==> src/rtl/spi_write_ctrl_pkg.sv <==
// ---------------------------------------------------------------------------
// spi_ctrl_pkg
//   Shared types and constants for the SPI flash write controller.
//   - state_e       : controller FSM states (also exported for debug)
//   - BITS_PER_BYTE : bits shifted per SPI byte
//   - CMD_*         : common SPI flash command opcodes
// ---------------------------------------------------------------------------
package spi_ctrl_pkg;

    typedef enum logic [3:0] {
        IDLE,
        CS_SETUP,
        CMD,
        ADDR,
        FETCH,
        WAIT_DATA,
        DATA,
        CS_HOLD,
        DONE
    } state_e;

    localparam int BITS_PER_BYTE = 8;

    localparam logic [7:0] CMD_PAGE_PROG = 8'h02;
    localparam logic [7:0] CMD_WREN      = 8'h06;

endpackage

==> src/rtl/spi_write_ctrl_if.sv <==
// ---------------------------------------------------------------------------
// spi_write_ctrl_if
//   Bundles the host request, FIFO read port and SPI pins of the write
//   controller.
//   Host side : start, cmd, addr, len (in); busy, done (out)
//   FIFO side : fifo_dout, fifo_empty (in); fifo_rd_en (out)
//   SPI pins  : spi_sclk, spi_cs_n, spi_mosi (out)
//
//   Handshake: start is a request that is accepted only while the controller
//   is idle (busy=0 and done=0); cmd/addr/len are captured in that same cycle
//   and may change freely afterwards. busy is high from the cycle after
//   acceptance until the transaction ends; done pulses for exactly one cycle
//   with busy=0. A start asserted in the cycle after done is accepted.
//   fifo_rd_en pops one byte; fifo_dout holds it in the following cycle.
//
//   Modports: slave = controller view, master = host/FIFO/bench view.
// ---------------------------------------------------------------------------
interface spi_write_ctrl_if #(
    parameter int ADDR_BYTES = 3,
    parameter int LEN_W      = 6
) ();

    logic                    start;
    logic [7:0]              cmd;
    logic [8*ADDR_BYTES-1:0] addr;
    logic [LEN_W-1:0]        len;
    logic                    busy;
    logic                    done;
    logic                    fifo_rd_en;
    logic [7:0]              fifo_dout;
    logic                    fifo_empty;
    logic                    spi_sclk;
    logic                    spi_cs_n;
    logic                    spi_mosi;

    modport slave (
        input  start, cmd, addr, len, fifo_dout, fifo_empty,
        output busy, done, fifo_rd_en, spi_sclk, spi_cs_n, spi_mosi
    );

    modport master (
        output start, cmd, addr, len, fifo_dout, fifo_empty,
        input  busy, done, fifo_rd_en, spi_sclk, spi_cs_n, spi_mosi
    );

endinterface

==> src/rtl/spi_byte_shifter.sv <==
// ---------------------------------------------------------------------------
// spi_byte_shifter
//   SCLK divider plus 8-bit MSB-first shifter, SPI mode 0.
//   Each bit: SCLK low for CLK_DIV cycles (MOSI = shreg[7]), then high for
//   CLK_DIV cycles; the register shifts left when SCLK falls. The last bit
//   does not shift so MOSI holds its value between bytes.
//   Ports:
//     clk, rst     : clock, asynchronous active-high reset
//     load_i       : start a new byte from din_i (wins over byte_done_o,
//                    so bytes can run back to back)
//     din_i[7:0]   : byte to send
//     busy_o       : a byte is in flight
//     byte_done_o  : last cycle of the final high phase
//     sclk_o       : serial clock
//     mosi_o       : serial data
// ---------------------------------------------------------------------------
module spi_byte_shifter
    import spi_ctrl_pkg::*;
#(
    parameter int CLK_DIV = 2
) (
    input  logic       clk,
    input  logic       rst,
    input  logic       load_i,
    input  logic [7:0] din_i,
    output logic       busy_o,
    output logic       byte_done_o,
    output logic       sclk_o,
    output logic       mosi_o
);

    localparam int                DIV_W    = $clog2(CLK_DIV + 1);
    localparam logic [DIV_W-1:0]  DIV_LAST = DIV_W'(CLK_DIV - 1);
    localparam logic [2:0]        BIT_LAST = 3'(BITS_PER_BYTE - 1);

    logic [7:0]       shreg_q, shreg_d;
    logic [DIV_W-1:0] div_q,   div_d;
    logic [2:0]       bit_q,   bit_d;
    logic             phase_q, phase_d;   // 0 = SCLK low, 1 = SCLK high
    logic             busy_q,  busy_d;
    logic             div_end;

    assign div_end     = busy_q && (div_q == DIV_LAST);
    assign byte_done_o = div_end && phase_q && (bit_q == BIT_LAST);
    assign busy_o      = busy_q;
    assign sclk_o      = busy_q & phase_q;
    assign mosi_o      = shreg_q[7];

    always_comb begin
        shreg_d = shreg_q;
        div_d   = div_q;
        bit_d   = bit_q;
        phase_d = phase_q;
        busy_d  = busy_q;
        if (load_i) begin
            shreg_d = din_i;
            div_d   = '0;
            bit_d   = '0;
            phase_d = 1'b0;
            busy_d  = 1'b1;
        end else if (busy_q) begin
            if (div_end) begin
                div_d = '0;
                if (!phase_q) begin
                    phase_d = 1'b1;
                end else begin
                    phase_d = 1'b0;
                    if (bit_q == BIT_LAST) begin
                        busy_d = 1'b0;
                    end else begin
                        bit_d   = bit_q + 1'b1;
                        shreg_d = {shreg_q[6:0], 1'b0};
                    end
                end
            end else begin
                div_d = div_q + 1'b1;
            end
        end
    end

    always_ff @(posedge clk or posedge rst) begin
        if (rst) begin
            shreg_q <= '0;
            div_q   <= '0;
            bit_q   <= '0;
            phase_q <= 1'b0;
            busy_q  <= 1'b0;
        end else begin
            shreg_q <= shreg_d;
            div_q   <= div_d;
            bit_q   <= bit_d;
            phase_q <= phase_d;
            busy_q  <= busy_d;
        end
    end

endmodule

==> src/rtl/spi_write_ctrl.sv <==
// ---------------------------------------------------------------------------
// spi_write_ctrl
//   Sequences one SPI flash write: command byte, ADDR_BYTES address bytes
//   (MSB byte first), then len payload bytes popped from a FIFO whose read
//   data appears the cycle after fifo_rd_en. Owns CS, SCLK and the FIFO
//   read strobe. ADDR_BYTES must be at least 1, CLK_DIV at least 1.
//   Ports:
//     clk, rst : clock, asynchronous active-high reset (aborts immediately)
//     bus      : spi_write_ctrl_if.slave (host request, FIFO port, SPI pins)
//     state_o  : current FSM state, for debug
// ---------------------------------------------------------------------------
module spi_write_ctrl
    import spi_ctrl_pkg::*;
#(
    parameter int CLK_DIV    = 2,
    parameter int ADDR_BYTES = 3,
    parameter int LEN_W      = 6
) (
    input  logic                 clk,
    input  logic                 rst,
    spi_write_ctrl_if.slave      bus,
    output state_e               state_o
);

    localparam int                AW       = 8 * ADDR_BYTES;
    localparam int                BC_W     = $clog2(ADDR_BYTES + 1);
    localparam int                DIV_W    = $clog2(CLK_DIV + 1);
    localparam logic [DIV_W-1:0]  DIV_LAST = DIV_W'(CLK_DIV - 1);

    state_e           state_q, state_d;
    logic [7:0]       cmd_q,   cmd_d;
    logic [AW-1:0]    addr_q,  addr_d;    // shifted left as bytes are sent
    logic [LEN_W-1:0] len_q,   len_d;
    logic [LEN_W-1:0] pay_q,   pay_d;     // payload bytes still to send
    logic [BC_W-1:0]  byte_q,  byte_d;    // address bytes already loaded
    logic [DIV_W-1:0] wait_q,  wait_d;    // CS setup/hold timer

    logic       sh_load;
    logic [7:0] sh_din;
    logic       sh_busy;
    logic       sh_byte_done;
    logic       sh_sclk;
    logic       sh_mosi;
    logic       rd_en;

    spi_byte_shifter #(
        .CLK_DIV (CLK_DIV)
    ) u_shifter (
        .clk         (clk),
        .rst         (rst),
        .load_i      (sh_load),
        .din_i       (sh_din),
        .busy_o      (sh_busy),
        .byte_done_o (sh_byte_done),
        .sclk_o      (sh_sclk),
        .mosi_o      (sh_mosi)
    );

    always_comb begin
        state_d = state_q;
        cmd_d   = cmd_q;
        addr_d  = addr_q;
        len_d   = len_q;
        pay_d   = pay_q;
        byte_d  = byte_q;
        wait_d  = wait_q;
        sh_load = 1'b0;
        sh_din  = cmd_q;
        rd_en   = 1'b0;
        case (state_q)
            IDLE: begin
                if (bus.start) begin
                    cmd_d   = bus.cmd;
                    addr_d  = bus.addr;
                    len_d   = bus.len;
                    pay_d   = '0;
                    byte_d  = '0;
                    wait_d  = '0;
                    state_d = CS_SETUP;
                end
            end
            CS_SETUP: begin
                if (wait_q == DIV_LAST) begin
                    wait_d  = '0;
                    sh_load = 1'b1;
                    sh_din  = cmd_q;
                    state_d = CMD;
                end else begin
                    wait_d = wait_q + 1'b1;
                end
            end
            CMD: begin
                // Next byte is loaded in the byte_done cycle: no SCLK gap.
                if (sh_byte_done) begin
                    sh_load = 1'b1;
                    sh_din  = addr_q[AW-1 -: 8];
                    addr_d  = addr_q << 8;
                    byte_d  = BC_W'(1);
                    state_d = ADDR;
                end
            end
            ADDR: begin
                if (sh_byte_done) begin
                    if (byte_q == BC_W'(ADDR_BYTES)) begin
                        byte_d  = '0;
                        pay_d   = len_q;
                        state_d = (len_q == '0) ? CS_HOLD : FETCH;
                    end else begin
                        sh_load = 1'b1;
                        sh_din  = addr_q[AW-1 -: 8];
                        addr_d  = addr_q << 8;
                        byte_d  = byte_q + 1'b1;
                    end
                end
            end
            FETCH: begin
                // Stall here with SCLK low while the FIFO is empty.
                if (!bus.fifo_empty && !sh_busy) begin
                    rd_en   = 1'b1;
                    state_d = WAIT_DATA;
                end
            end
            WAIT_DATA: begin
                sh_load = 1'b1;
                sh_din  = bus.fifo_dout;
                state_d = DATA;
            end
            DATA: begin
                if (sh_byte_done) begin
                    pay_d   = pay_q - 1'b1;
                    state_d = (pay_q == LEN_W'(1)) ? CS_HOLD : FETCH;
                end
            end
            CS_HOLD: begin
                if (wait_q == DIV_LAST) begin
                    wait_d  = '0;
                    state_d = DONE;
                end else begin
                    wait_d = wait_q + 1'b1;
                end
            end
            DONE: begin
                state_d = IDLE;
            end
            default: begin
                state_d = IDLE;
            end
        endcase
    end

    always_ff @(posedge clk or posedge rst) begin
        if (rst) begin
            state_q <= IDLE;
            cmd_q   <= '0;
            addr_q  <= '0;
            len_q   <= '0;
            pay_q   <= '0;
            byte_q  <= '0;
            wait_q  <= '0;
        end else begin
            state_q <= state_d;
            cmd_q   <= cmd_d;
            addr_q  <= addr_d;
            len_q   <= len_d;
            pay_q   <= pay_d;
            byte_q  <= byte_d;
            wait_q  <= wait_d;
        end
    end

    // Control outputs decode straight from the state register so an
    // asynchronous reset releases CS and busy in the same cycle.
    assign bus.busy       = (state_q != IDLE) && (state_q != DONE);
    assign bus.done       = (state_q == DONE);
    assign bus.spi_cs_n   = (state_q == IDLE) || (state_q == DONE);
    assign bus.fifo_rd_en = rd_en;
    assign bus.spi_sclk   = sh_sclk;
    assign bus.spi_mosi   = sh_mosi;
    assign state_o        = state_q;

endmodule

==> src/flat_wrapper.sv <==
// flat-port wrapper written by rule: the top's interface ports become plain ports
module spi_write_ctrl_flat import spi_ctrl_pkg::*;
#(
    parameter int CLK_DIV    = 2,
    parameter int ADDR_BYTES = 3,
    parameter int LEN_W      = 6
)
  (clk, rst, state_o, bus_start, bus_cmd, bus_addr, bus_len, bus_fifo_dout, bus_fifo_empty, bus_busy, bus_done, bus_fifo_rd_en, bus_spi_sclk, bus_spi_cs_n, bus_spi_mosi);
  spi_write_ctrl_if #(.ADDR_BYTES(ADDR_BYTES), .LEN_W(LEN_W)) bus_i ();
  input  logic clk;
  input  logic rst;
  output state_e state_o;
  input wire logic [$bits(bus_i.start)-1:0] bus_start;
  input wire logic [$bits(bus_i.cmd)-1:0] bus_cmd;
  input wire logic [$bits(bus_i.addr)-1:0] bus_addr;
  input wire logic [$bits(bus_i.len)-1:0] bus_len;
  input wire logic [$bits(bus_i.fifo_dout)-1:0] bus_fifo_dout;
  input wire logic [$bits(bus_i.fifo_empty)-1:0] bus_fifo_empty;
  output wire logic [$bits(bus_i.busy)-1:0] bus_busy;
  output wire logic [$bits(bus_i.done)-1:0] bus_done;
  output wire logic [$bits(bus_i.fifo_rd_en)-1:0] bus_fifo_rd_en;
  output wire logic [$bits(bus_i.spi_sclk)-1:0] bus_spi_sclk;
  output wire logic [$bits(bus_i.spi_cs_n)-1:0] bus_spi_cs_n;
  output wire logic [$bits(bus_i.spi_mosi)-1:0] bus_spi_mosi;
  assign bus_i.start = bus_start;
  assign bus_i.cmd = bus_cmd;
  assign bus_i.addr = bus_addr;
  assign bus_i.len = bus_len;
  assign bus_i.fifo_dout = bus_fifo_dout;
  assign bus_i.fifo_empty = bus_fifo_empty;
  assign bus_busy = bus_i.busy;
  assign bus_done = bus_i.done;
  assign bus_fifo_rd_en = bus_i.fifo_rd_en;
  assign bus_spi_sclk = bus_i.spi_sclk;
  assign bus_spi_cs_n = bus_i.spi_cs_n;
  assign bus_spi_mosi = bus_i.spi_mosi;
  spi_write_ctrl #(.CLK_DIV(CLK_DIV), .ADDR_BYTES(ADDR_BYTES), .LEN_W(LEN_W)) u_core (.clk(clk), .rst(rst), .bus(bus_i), .state_o(state_o));
endmodule
==> config.mk <==
export PLATFORM = sky130hd
export DESIGN_NAME = spi_write_ctrl_flat
export DESIGN_NICKNAME = d
export VERILOG_FILES = /design/src/rtl/spi_write_ctrl_pkg.sv /design/src/rtl/spi_write_ctrl_if.sv /design/src/rtl/spi_byte_shifter.sv /design/src/rtl/spi_write_ctrl.sv /design/src/flat_wrapper.sv
export SDC_FILE = /design/constraint.sdc
export NUM_CORES = 1
export LEC_CHECK = 0
export ABC_CLOCK_PERIOD_IN_PS = 2200
export BUFFER_PORTS_ARGS = -buffer_cell sky130_fd_sc_hd__clkbuf_2
export CORE_MARGIN = 10
export CORE_UTILIZATION = 30
export DETAILED_ROUTE_END_ITERATION = 7
export PLACE_DENSITY = 0.48
export REMOVE_ABC_BUFFERS = 1
export SLEW_MARGIN = 20
export SYNTH_ARGS = -nofsm -noshare
export SYNTH_HDL_FRONTEND = slang
export SYNTH_SLANG_ARGS = --single-unit
==> constraint.sdc <==
create_clock -name clk -period 2.2 [get_ports clk]
set_input_delay 0.66 -clock clk [delete_from_list [all_inputs] [get_ports clk]]
set_output_delay 0.66 -clock clk [all_outputs]
set_load 0.02 [all_outputs]
==> metrics.txt <==
run status finished clean; effective utilization at floorplan 31.01%; minimum clock period after layout 2.125 ns; CTS clk-pin slew, worst paths 0.06 ns; share of synthesized flip-flops with an asynchronous set or reset 100.0%; post-synthesis instance area 0.003586 mm²; number of synthesized flops with an enable pin 0; leakage power total 2.041 nW; TritonCTS clock tree built; total wire length after detailed routing 9187 µm; dominant cells by area after synthesis dfrtp_1 47%, mux2i_1 6.4%, nand2_1 5.8%; DRC 0; top-area cell type share of the netlist area 46.76%; placed cells 548; final number of hold-violating endpoints 0; Crit. End Element primary output; CP peak stage delay 0.38 ns; Max Fclk 0.4707 GHz; critical-path cell list or2_2, nor2_2, and2_1, clkbuf_2; PwrDens 1472 mW/mm²; area of the die 0.01673 mm²; Crit Path Class reg -> out; Total Nets Final 473; ratio of final minimum period to clock period 96.58%; final instance area 0.004375 mm²; chip width 129.3 µm; number of synthesized register bits 67; Non-Filler Instances 565; number of input and output port buffers inserted 59; number of standard-cell rows in the floorplan 39; DR vias 2,808; setup repair after global routing missed its margin false; cell at the root of the clock tree clkbuf_16; number of inserted diodes 0; final worst clock skew 0.006996 ns; via count of the first global-routing pass 2,967; Synthesis Warnings 0; quantity of hold-fixing buffers added after cts 0; count of TritonRoute iterations in the first routing pass 4; number of distinct standard cells referenced by the synthesized netlist 50; synth-to-layout area growth 22.02%; height of the die 129.3 µm; slew at the pin closest to its max-slew limit 0.4743 ns; Peak supply drop 460.0 µV; Post-synth top cells 67 x dfrtp_1, 55 x nand2_1, 41 x a21oi_1; largest fanout of any net on the critical path 3; CP Data Required Time 1.54 ns; mean post-synth cell area 10.25 µm²; placement-stage cell area 0.004050 mm²; worst hold path class in -> async; CTS buffer count 9; violation count after the first detailed-route iteration 207; HPWL after DPL 6774 µm; average routed wire per standard cell 16.26 µm; global route total overflow 0; cell type contributing the most total cell area after synthesis dfrtp_1; GRT Total Usage 11.47%; placeable core region 0.01156 mm²; detail-routed via count per cell 4.970; Max-Cap Viols 0; cell at the slowest stage of the critical path dfrtp_1; fraction of layout cells with a size suffix above 1 30.09%; Final ANT Viol Nets 0; Cells after Synth 350; H-tree levels 3; Placer Congestion 0.7764; most instantiated library cell after synthesis dfrtp_1; arrival time at the worst endpoint 1.46 ns; post-synthesis sequential area ratio 46.76%; Max clock buf depth 2; # clock sinks 67; headroom to the max-slew limit 68.38%; crit start category flip-flop; total buffers and inverters traversed by the critical path 1; antenna violations before repair 0; Main synth FF type dfrtp_1; hold_ws 0.3137 ns; Finish-stage setup viols 0; I/O pins 60; setup TNS 0 ns; Clock Latency Late Sink 0.33 ns; total count of max-transition violations in the final report 0; pin count of the biggest net entering global routing 30; wire length of the first global-routing pass 15,390 µm; Crit path max-delay family simple AND/OR/NAND/NOR gates
==> timing repair <==
| item | CTS | global route |
|---|---|---|
| setup buffers | 0 | 2 |
| endpoints found under the hold margin | 0 | 0 |
| gates resized for setup | 2 | 6 |
| endpoints found under the setup margin | 1 | 30 |
==> layout make-up <==
cell class | instances | area [µm²]
Multi-Input combinational cell | 255 | 1729
Clock buffer | 9 | 225.2
Clock inverter | 6 | 66.31
Timing Repair Buffer | 80 | 478.0
Sequential cell | 67 | 1679
Tap cell | 143 | 178.9
Inverter | 5 | 18.77
Fill cell | 1158 | 7189
==> report_power, final <==
part,internal (W),switching [W],total [W]
clock network,0.000871,0.000540,0.00141
logic,0.00121,0.00163,0.00284
registers,0.00181,0.000382,0.00219
total,0.00389,0.00255,0.00644
==> metrics by stage <==
step	utilization (%)	total power (W)	setup slack, ns
after floorplan	-	0.004157	-0.4256
after global placement	35.02	0.004969	0.1855
after detailed placement	35.02	0.005011	0.1463
after CTS	37.57	0.006471	0.003686
after global routing	37.83	0.006942	0.008831
final	37.83	0.006440	0.07533
==> logic make-up after synthesis <==
family | share of synthesized area [%]
simple gates | 16.33
compound gates | 21.35
flops | 46.76
buf+inv | 5.478
mux | 7.362
fa+ha+maj | 1.745
xor+xnor | 0.9771
==> routing by layer <==
metal / GRT usage (%) / wire length [µm] / vias to the layer above
met4: 4.013 / 133 / 0
met2: 17.81 / 4098 / 60
met1: 14.74 / 4528 / 1353
met3: 3.589 / 426 / 9
li1: - / - / 1386
met5: 0 / 0 / -
==> registers in the layout, summed over array words and instances (netlist names) <==
register / cells
u_core.u_shifter.phase_q: 1
u_core.u_shifter.bit_q: 3
u_core.u_shifter.shreg_q: 8
u_core.wait_q: 2
u_core.byte_q: 2
u_core.u_shifter.div_q: 2
u_core.state_o: 4
u_core.pay_q: 6
u_core.addr_q: 24
u_core.len_q: 6
u_core.cmd_q: 8
u_core.u_shifter.busy_o: 1
==> final timing paths <==
path                                           startpoint                     endpoint  slack (ns)  depth (start not counted)
worst max-delay path                    u_core.state_o[0]                     bus_done        0.08                          4
worst min-delay path                                  rst             u_core.addr_q[0]        0.31                          2
worst max register to register  u_core.u_shifter.bit_q[0]  u_core.u_shifter.shreg_q[0]        0.22                          7
worst min register to register            u_core.cmd_q[7]              u_core.cmd_q[7]        0.48                          2
max in group asynchronous                             rst    u_core.u_shifter.div_q[0]        1.37                          3
min in group clk                          u_core.cmd_q[7]              u_core.cmd_q[7]        0.48                          2
==> cell usage in the layout (no fill, tap or decap), drive strengths merged, types with 5 or more instances in the layout <==
master,synthesis,layout
clkbuf,3,67
inv,5,6
mux2i,23,23
ha,5,5
buf,20,22
and3,5,5
dfrtp,67,67
nor2,24,24
a211oi,8,8
o21ai,13,13
a22o,15,15
nor3,5,5
and2,6,6
a22oi,5,5
a21oi,52,52
nand2,56,56
(Power assumes the default switching activity.)
